**config.mk**
```make
export PLATFORM = sky130hd
export DESIGN_NAME = vga_capture
export DESIGN_NICKNAME = d
export VERILOG_FILES = /design/src/rtl/vga_capture.sv
export SDC_FILE = /design/constraint.sdc
export NUM_CORES = 1
export LEC_CHECK = 0
export ABC_AREA = 1
export CORE_MARGIN = 1
export CORE_UTILIZATION = 58
export DETAILED_ROUTE_END_ITERATION = 6
export GPL_ROUTABILITY_DRIVEN = 0
export PLACE_DENSITY = 0.84
export SETUP_SLACK_MARGIN = 0.15
export SLEW_MARGIN = 0
export SYNTH_ARGS = -nofsm -noshare
export SYNTH_HDL_FRONTEND = slang
export SYNTH_SLANG_ARGS = --single-unit
```
**constraint.sdc**
```tcl
create_clock -name clk -period 4.4 [get_ports clk]
set_input_delay 0.66 -clock clk [delete_from_list [all_inputs] [get_ports clk]]
set_output_delay 0.66 -clock clk [all_outputs]
set_load 0.01 [all_outputs]
```
**src/rtl/vga_capture.sv**
```systemverilog
// VGA loopback receiver: recovers raster position from the sync edges, checks the timing
// and writes every second pixel of every second line into a 320-wide RGB332 framebuffer.
module vga_capture #(
    parameter int LINE        = 800,
    parameter int SCREEN      = 450,
    parameter int H_BACK      = 48,
    parameter int H_ACTIVE    = 640,
    parameter int V_BACK      = 36,
    parameter int V_ACTIVE    = 400,
    parameter int LOCK_FRAMES = 2
) (
    input  logic        clk,
    input  logic        rst,
    input  logic        hs,
    input  logic        vs,
    input  logic [7:0]  rgb,
    output logic        wr_en,
    output logic [15:0] wr_addr,
    output logic [7:0]  wr_data,
    output logic        locked,
    output logic        frame_done,
    output logic [7:0]  err_cnt
);
    localparam logic [1:0] SEARCH = 2'd0;
    localparam logic [1:0] CHECK  = 2'd1;
    localparam logic [1:0] LOCKED = 2'd2;

    localparam logic [9:0] CNT_MAX  = 10'd1023;
    localparam logic [9:0] LINE_W   = 10'(LINE);
    localparam logic [9:0] SCREEN_W = 10'(SCREEN);
    localparam logic [9:0] H_START  = 10'(H_BACK);
    localparam logic [9:0] H_STOP   = 10'(H_BACK + H_ACTIVE);
    localparam logic [9:0] V_START  = 10'(V_BACK);
    localparam logic [9:0] V_STOP   = 10'(V_BACK + V_ACTIVE);
    localparam logic [9:0] H_LAST   = 10'(H_ACTIVE - 2);
    localparam logic [8:0] V_LAST   = 9'(V_ACTIVE - 2);
    localparam logic [7:0] LOCK_W   = 8'(LOCK_FRAMES);

    logic        hs_reg, vs_reg, hs_d_reg, vs_d_reg;
    logic [7:0]  rgb_reg;
    logic [9:0]  hcnt_reg, vcnt_reg, hpos_reg, vline_reg;
    logic        h_seen_reg, v_arm_reg, v_valid_reg, line_bad_reg;
    logic [1:0]  state_reg;
    logic [7:0]  match_reg, err_reg;
    logic        wr_en_reg, wr_last_reg, frame_done_reg;
    logic [15:0] wr_addr_reg;
    logic [7:0]  wr_data_reg;

    logic        hs_fall, hs_rise, vs_rise, vs_fall;
    logic        h_bad, v_bad, lose_lock;
    logic        h_active, v_active, wr_next, wr_last_next, frame_done_next;
    logic [9:0]  h_meas, cur_h, px;
    logic [8:0]  py;
    logic [15:0] y16, x16, addr_next;

    assign hs_fall = hs_d_reg & ~hs_reg;
    assign hs_rise = ~hs_d_reg & hs_reg;
    assign vs_rise = ~vs_d_reg & vs_reg;
    assign vs_fall = vs_d_reg & ~vs_reg;

    // Captured line length includes the clock of the closing falling edge.
    assign h_meas    = (hcnt_reg == CNT_MAX) ? CNT_MAX : hcnt_reg + 10'd1;
    assign h_bad     = hs_fall && (h_meas != LINE_W);
    assign v_bad     = (vcnt_reg != SCREEN_W);
    assign lose_lock = (state_reg == LOCKED) && (h_bad || (vs_rise && v_bad));

    always_comb begin
        cur_h = 10'd0;
        if (!hs_rise) begin
            cur_h = (hpos_reg == CNT_MAX) ? CNT_MAX : hpos_reg + 10'd1;
        end
    end

    assign px       = cur_h - H_START;
    assign py       = 9'(vline_reg - V_START);
    assign h_active = (h_seen_reg || hs_rise) && (cur_h >= H_START) && (cur_h < H_STOP);
    assign v_active = v_valid_reg && (vline_reg >= V_START) && (vline_reg < V_STOP);

    assign wr_next = (state_reg == LOCKED) && !lose_lock && h_active && v_active
                     && !px[0] && !py[0];
    assign wr_last_next    = wr_next && (px == H_LAST) && (py == V_LAST);
    assign frame_done_next = wr_last_reg && (state_reg == LOCKED) && !lose_lock;

    // y*320 + x as two shifts and an add.
    assign y16       = {8'd0, py[8:1]};
    assign x16       = {7'd0, px[9:1]};
    assign addr_next = (y16 << 8) + (y16 << 6) + x16;

    always_ff @(posedge clk) begin
        if (rst) begin
            hs_reg   <= 1'b0;
            vs_reg   <= 1'b0;
            hs_d_reg <= 1'b0;
            vs_d_reg <= 1'b0;
            rgb_reg  <= 8'd0;
        end else begin
            hs_reg   <= hs;
            vs_reg   <= vs;
            hs_d_reg <= hs_reg;
            vs_d_reg <= vs_reg;
            rgb_reg  <= rgb;
        end
    end

    // A line edge coinciding with the frame edge is line 0 of the new frame.
    always_ff @(posedge clk) begin
        if (rst) begin
            hcnt_reg <= 10'd0;
            vcnt_reg <= 10'd0;
        end else begin
            hcnt_reg <= hs_fall ? 10'd0 : h_meas;
            if (vs_rise) begin
                vcnt_reg <= {9'd0, hs_fall};
            end else if (hs_fall && vcnt_reg != CNT_MAX) begin
                vcnt_reg <= vcnt_reg + 10'd1;
            end
        end
    end

    always_ff @(posedge clk) begin
        if (rst) begin
            hpos_reg    <= 10'd0;
            h_seen_reg  <= 1'b0;
            vline_reg   <= 10'd0;
            v_arm_reg   <= 1'b0;
            v_valid_reg <= 1'b0;
        end else begin
            hpos_reg <= cur_h;
            if (hs_rise) begin
                h_seen_reg <= 1'b1;
            end
            if (vs_rise) begin
                v_arm_reg   <= 1'b0;
                v_valid_reg <= 1'b0;
                vline_reg   <= 10'd0;
            end else if (vs_fall) begin
                v_arm_reg   <= 1'b1;
                v_valid_reg <= 1'b0;
                vline_reg   <= 10'd0;
            end else if (hs_fall && v_arm_reg) begin
                v_valid_reg <= 1'b1;
                if (v_valid_reg && vline_reg != CNT_MAX) begin
                    vline_reg <= vline_reg + 10'd1;
                end
            end
        end
    end

    // Lines measured before the first frame edge after reset are not trusted.
    always_ff @(posedge clk) begin
        if (rst) begin
            line_bad_reg <= 1'b0;
        end else if (state_reg == SEARCH) begin
            line_bad_reg <= 1'b0;
        end else if (vs_rise) begin
            line_bad_reg <= h_bad;
        end else if (h_bad) begin
            line_bad_reg <= 1'b1;
        end
    end

    always_ff @(posedge clk) begin
        if (rst) begin
            state_reg <= SEARCH;
            match_reg <= 8'd0;
            err_reg   <= 8'd0;
        end else begin
            case (state_reg)
                SEARCH: begin
                    if (vs_rise) begin
                        state_reg <= CHECK;
                        match_reg <= 8'd0;
                    end
                end
                CHECK: begin
                    if (vs_rise) begin
                        if (!line_bad_reg && !v_bad) begin
                            match_reg <= match_reg + 8'd1;
                            if (match_reg + 8'd1 >= LOCK_W) begin
                                state_reg <= LOCKED;
                            end
                        end else begin
                            match_reg <= 8'd0;
                        end
                    end
                end
                LOCKED: begin
                    if (lose_lock) begin
                        state_reg <= CHECK;
                        match_reg <= 8'd0;
                        if (err_reg != 8'hFF) begin
                            err_reg <= err_reg + 8'd1;
                        end
                    end
                end
                default: state_reg <= SEARCH;
            endcase
        end
    end

    always_ff @(posedge clk) begin
        if (rst) begin
            wr_en_reg      <= 1'b0;
            wr_addr_reg    <= 16'd0;
            wr_data_reg    <= 8'd0;
            wr_last_reg    <= 1'b0;
            frame_done_reg <= 1'b0;
        end else begin
            wr_en_reg      <= wr_next;
            wr_last_reg    <= wr_last_next;
            frame_done_reg <= frame_done_next;
            if (wr_next) begin
                wr_addr_reg <= addr_next;
                wr_data_reg <= rgb_reg;
            end
        end
    end

    assign wr_en      = wr_en_reg;
    assign wr_addr    = wr_addr_reg;
    assign wr_data    = wr_data_reg;
    assign locked     = (state_reg == LOCKED);
    assign frame_done = frame_done_reg;
    assign err_cnt    = err_reg;

endmodule

```
==> load_flow_metrics.sql, run 1 <==
INSERT INTO impl_metrics (metric_group, metric, value, unit) VALUES
('yosys', 'netlist_area', '5460', 'µm²'),
('yosys', 'yosys_warnings', '0', ''),
('final_layout', 'area_growth_syn_to_layout', '12.9', '%'),
('setup_path', 'crit_path_end_kind', 'register', ''),
('yosys', 'synth_area_leader_cell', 'sky130_fd_sc_hd__dfxtp_1', ''),
('run', 'maximum_capacitance_violations', '0', ''),
('setup_path', 'timing.reg2reg.setup_slack', '0.59', 'ns'),
('clock_tree', 'cts_hold_repair.buffers', '0', ''),
('final_layout', 'filler_cell_count', '773', ''),
('global_route', 'grt.total_usage', '25.4', '%'),
('yosys', 'yosys.cell_types.count', '36', ''),
('routing', 'routed_wire_length_per_instance', '12.8', 'µm'),
('pwr', 'switching_power', '0.398', 'mW'),
('yosys', 'synth_fp_nets', '824', ''),
('worst_hold_path', 'hold_end', 'frame_done$_SDFF_PP0_', ''),
('global_route', 'grt_overflow_total', '0', ''),
('global_route', 'grt_pass1_vias', '4891', ''),
('clock_tree', 'worst_skew_pair_latency', '0.37', 'ns'),
('final_layout', 'postLayoutCoreUtil', '67.0', '%'),
('place', 'buffer_ports.inserted', '46', ''),
('place', 'preCtsSetupSlack', '0.546', 'ns'),
('timing', 'grt_setup_unrepaired', 'no', ''),
('setup_path', 'required', '4.67', 'ns'),
('timing', 'max_freq', '0.262', 'GHz'),
('yosys', 'post_synth_edffs', '0', ''),
('routing', 'route.detailed.vias_per_inst', '5.41', ''),
('clock_tree', 'clock_tree_buffer_depth', '2', ''),
('final_layout', 'most_common_cell_after_layout_fill_and_taps_aside', 'sky130_fd_sc_hd__nand2_1', ''),
('place', 'detailed_placer_s_ending_hpwl', '8.78', 'mm'),
('status', 'outcome', 'finished clean', ''),
('pwr', 'power_frac_seq', '57.9', '%'),
('yosys', 'synth.ff_latch_count', '101', ''),
('worst_hold_path', 'worstHoldStart', 'wr_last_reg$_SDFF_PP0_', ''),
('timing', 'final_worst_setup_slack', '0.587', 'ns'),
('timing', 'final-hold-violation-count', '0', ''),
('global_route', 'grt_max_degree', '50', ''),
('clock_tree', 'tritoncts_clock_tree', 'yes', ''),
('global_route', 'global_route_wire_length_before_repair', '20.5', 'mm'),
('pwr', 'combinationalPowerShare', '6.2', '%'),
('yosys', 'yosysSeqAreaShare', '37.1', '%'),
('global_route', 'antenna_found_initial', '0', ''),
('routing', 'firstDrtPassIters', '5', ''),
('pwr', 'cellLeakagePower', '2.62', 'nW'),
('setup_path', 'cp.arrival', '4.09', 'ns'),
('timing', 'final_max_slew_viol_count', '0', ''),
('timing', 'setup_viol', '0', ''),
('clock_tree', 'numClockSinks', '101', ''),
('clock_tree', 'h-tree-depth', '3', ''),
('routing', 'drc', '0', ''),
('yosys', 'synthCells', '779', ''),
('floorplanning', 'die_x', '99.0', 'µm'),
('yosys', 'synthArstFlopShare', '0', '%'),
('yosys', 'synth.avg_cell_area', '7.00', 'µm²'),
('floorplanning', 'top_level_ports', '47', ''),
('pwr', 'vdd.ir_drop.worst', '0.176', 'mV'),
('final_layout', 'largest_register_ffs', '16', ''),
('place', 'placedInstanceArea', '5960', 'µm²'),
('floorplanning', 'start_util', '59.3', '%'),
('final_layout', 'finalInstanceArea', '6160', 'µm²'),
('floorplanning', 'chipHeight', '99.0', 'µm'),
('pwr', 'cell_internal_pwr', '1.23', 'mW'),
('floorplanning', 'fp.dieArea', '9800', 'µm²'),
('timing', 'period_share', '86.7', '%'),
('pwr', 'power.switching_fraction', '24.4', '%'),
('routing', 'postRouteAntennaNets', '0', ''),
('routing', 'vias', '5062', ''),
('pwr', 'clock_group_share_of_total_power', '35.8', '%'),
('timing', 'timing.final.crit_period', '3.81', 'ns'),
('floorplanning', 'floorplan_core_area', '9200', 'µm²'),
('timing', 'timing.setup.tns', '0', 'ns'),
('setup_path', 'critical_path_type', 'reg2reg', '');
[final cells by class]
type,instances,area (µm²),area share [%]
tap,111,139,2.25
clock buffer,10,128,2.07
multi-input combinational,549,2920,47.3
inverter,110,413,6.70
timing repair buffer,49,483,7.84
clock inverter,5,61.3,0.995
sequential,101,2020,32.8
[worst max-delay path by stage]
stage                      startpoint                       end  slack, ns
2_1_floorplan  hpos_reg[0]$_SDFF_PP0_  wr_addr[13]$_SDFFE_PP0P_       0.93
3_3_place_gp   hpos_reg[0]$_SDFF_PP0_  wr_addr[13]$_SDFFE_PP0P_       0.68
3_5_place_dp   hpos_reg[0]$_SDFF_PP0_  wr_addr[13]$_SDFFE_PP0P_       0.55
4_1_cts        hpos_reg[0]$_SDFF_PP0_  wr_addr[13]$_SDFFE_PP0P_       0.52
5_1_grt        hpos_reg[0]$_SDFF_PP0_  wr_addr[13]$_SDFFE_PP0P_       0.19
6_report       hpos_reg[0]$_SDFF_PP0_  wr_addr[13]$_SDFFE_PP0P_       0.59
[cell families after synthesis]
kind of cell    synth area share, %
compound gates                 10.6
simple gates                   30.4
xor+xnor                       4.49
flops                          37.1
buf+inv                        9.56
fa+ha+maj                      7.84
[per-stage QoR]
stage,cells,hold slack [ns]
after detailed placement,919,0.422
after global routing,935,0.456
after CTS,934,0.435
after floorplan,779,0.410
after global placement,919,0.419
final,935,0.434
[layer usage]
layer,GRT usage (%),share of wire [%]
met3,4.96,3.0
met1,28.9,43
met2,46.3,51
met4,10.2,2.3
met5,0,0
[worst max-delay path: stages (launching register included)]
cell and delay, ns:
sky130_fd_sc_hd__dfxtp_1 0.37, sky130_fd_sc_hd__ha_1 0.20, sky130_fd_sc_hd__nand3_1 0.14, sky130_fd_sc_hd__inv_1 0.10, sky130_fd_sc_hd__nand3b_1 0.11, sky130_fd_sc_hd__buf_4 0.17
sky130_fd_sc_hd__a21oi_2 0.20, sky130_fd_sc_hd__ha_1 0.22, sky130_fd_sc_hd__inv_1 0.05, sky130_fd_sc_hd__nand2_1 0.07, sky130_fd_sc_hd__nor2_1 0.07, sky130_fd_sc_hd__xnor2_1 0.19
sky130_fd_sc_hd__ha_1 0.27, sky130_fd_sc_hd__ha_1 0.23, sky130_fd_sc_hd__fa_1 0.41, sky130_fd_sc_hd__nand3_1 0.11, sky130_fd_sc_hd__nand2_1 0.10, sky130_fd_sc_hd__a21oi_1 0.15
sky130_fd_sc_hd__nor2_1 0.05, sky130_fd_sc_hd__nor2_1 0.11, sky130_fd_sc_hd__xor2_1 0.15, sky130_fd_sc_hd__nand3_1 0.08, sky130_fd_sc_hd__nand2_1 0.10, sky130_fd_sc_hd__nor2_1 0.06
[cell usage after synthesis, drive strengths merged, types with 3 or more instances]
| cell | number |
|---|---|
| nand3 | 70 |
| o21ai | 26 |
| a21oi | 66 |
| nand4 | 15 |
| buf | 12 |
| xnor2 | 9 |
| dfxtp | 101 |
| xor2 | 19 |
| o21a | 8 |
| nor2 | 112 |
| nand2 | 162 |
| nand3b | 3 |
| inv | 109 |
| clkbuf | 7 |
| ha | 31 |
| a31oi | 3 |
| nor3 | 11 |
[repair_timing]
action,CTS,global route
resized for setup,0,2
buffers inserted,0,1
setup endpoints to repair,0,1
[power groups by stage]
stage	logic, mW	clock network [mW]	registers (mW)
final	0.102	0.584	0.944
after global routing	0.116	0.636	0.947
after CTS	0.102	0.597	0.944
after detailed placement	0.102	0	0.966
after global placement	0.0979	0	0.964
after floorplan	0.0735	0	0.962
Power figures use the tool's default switching activity.
==> run 2, diff against run 1 <==
- ABC_CLOCK_PERIOD_IN_PS: not set -> 4400
==> results of run 2 <==
Final layout, timing and power as in run 1 (identical DEF).
==> run 3, diff against run 2 <==
- CAP_MARGIN: not set -> 0
==> results of run 3 <==
Final layout, timing and power as in run 1 (identical DEF).
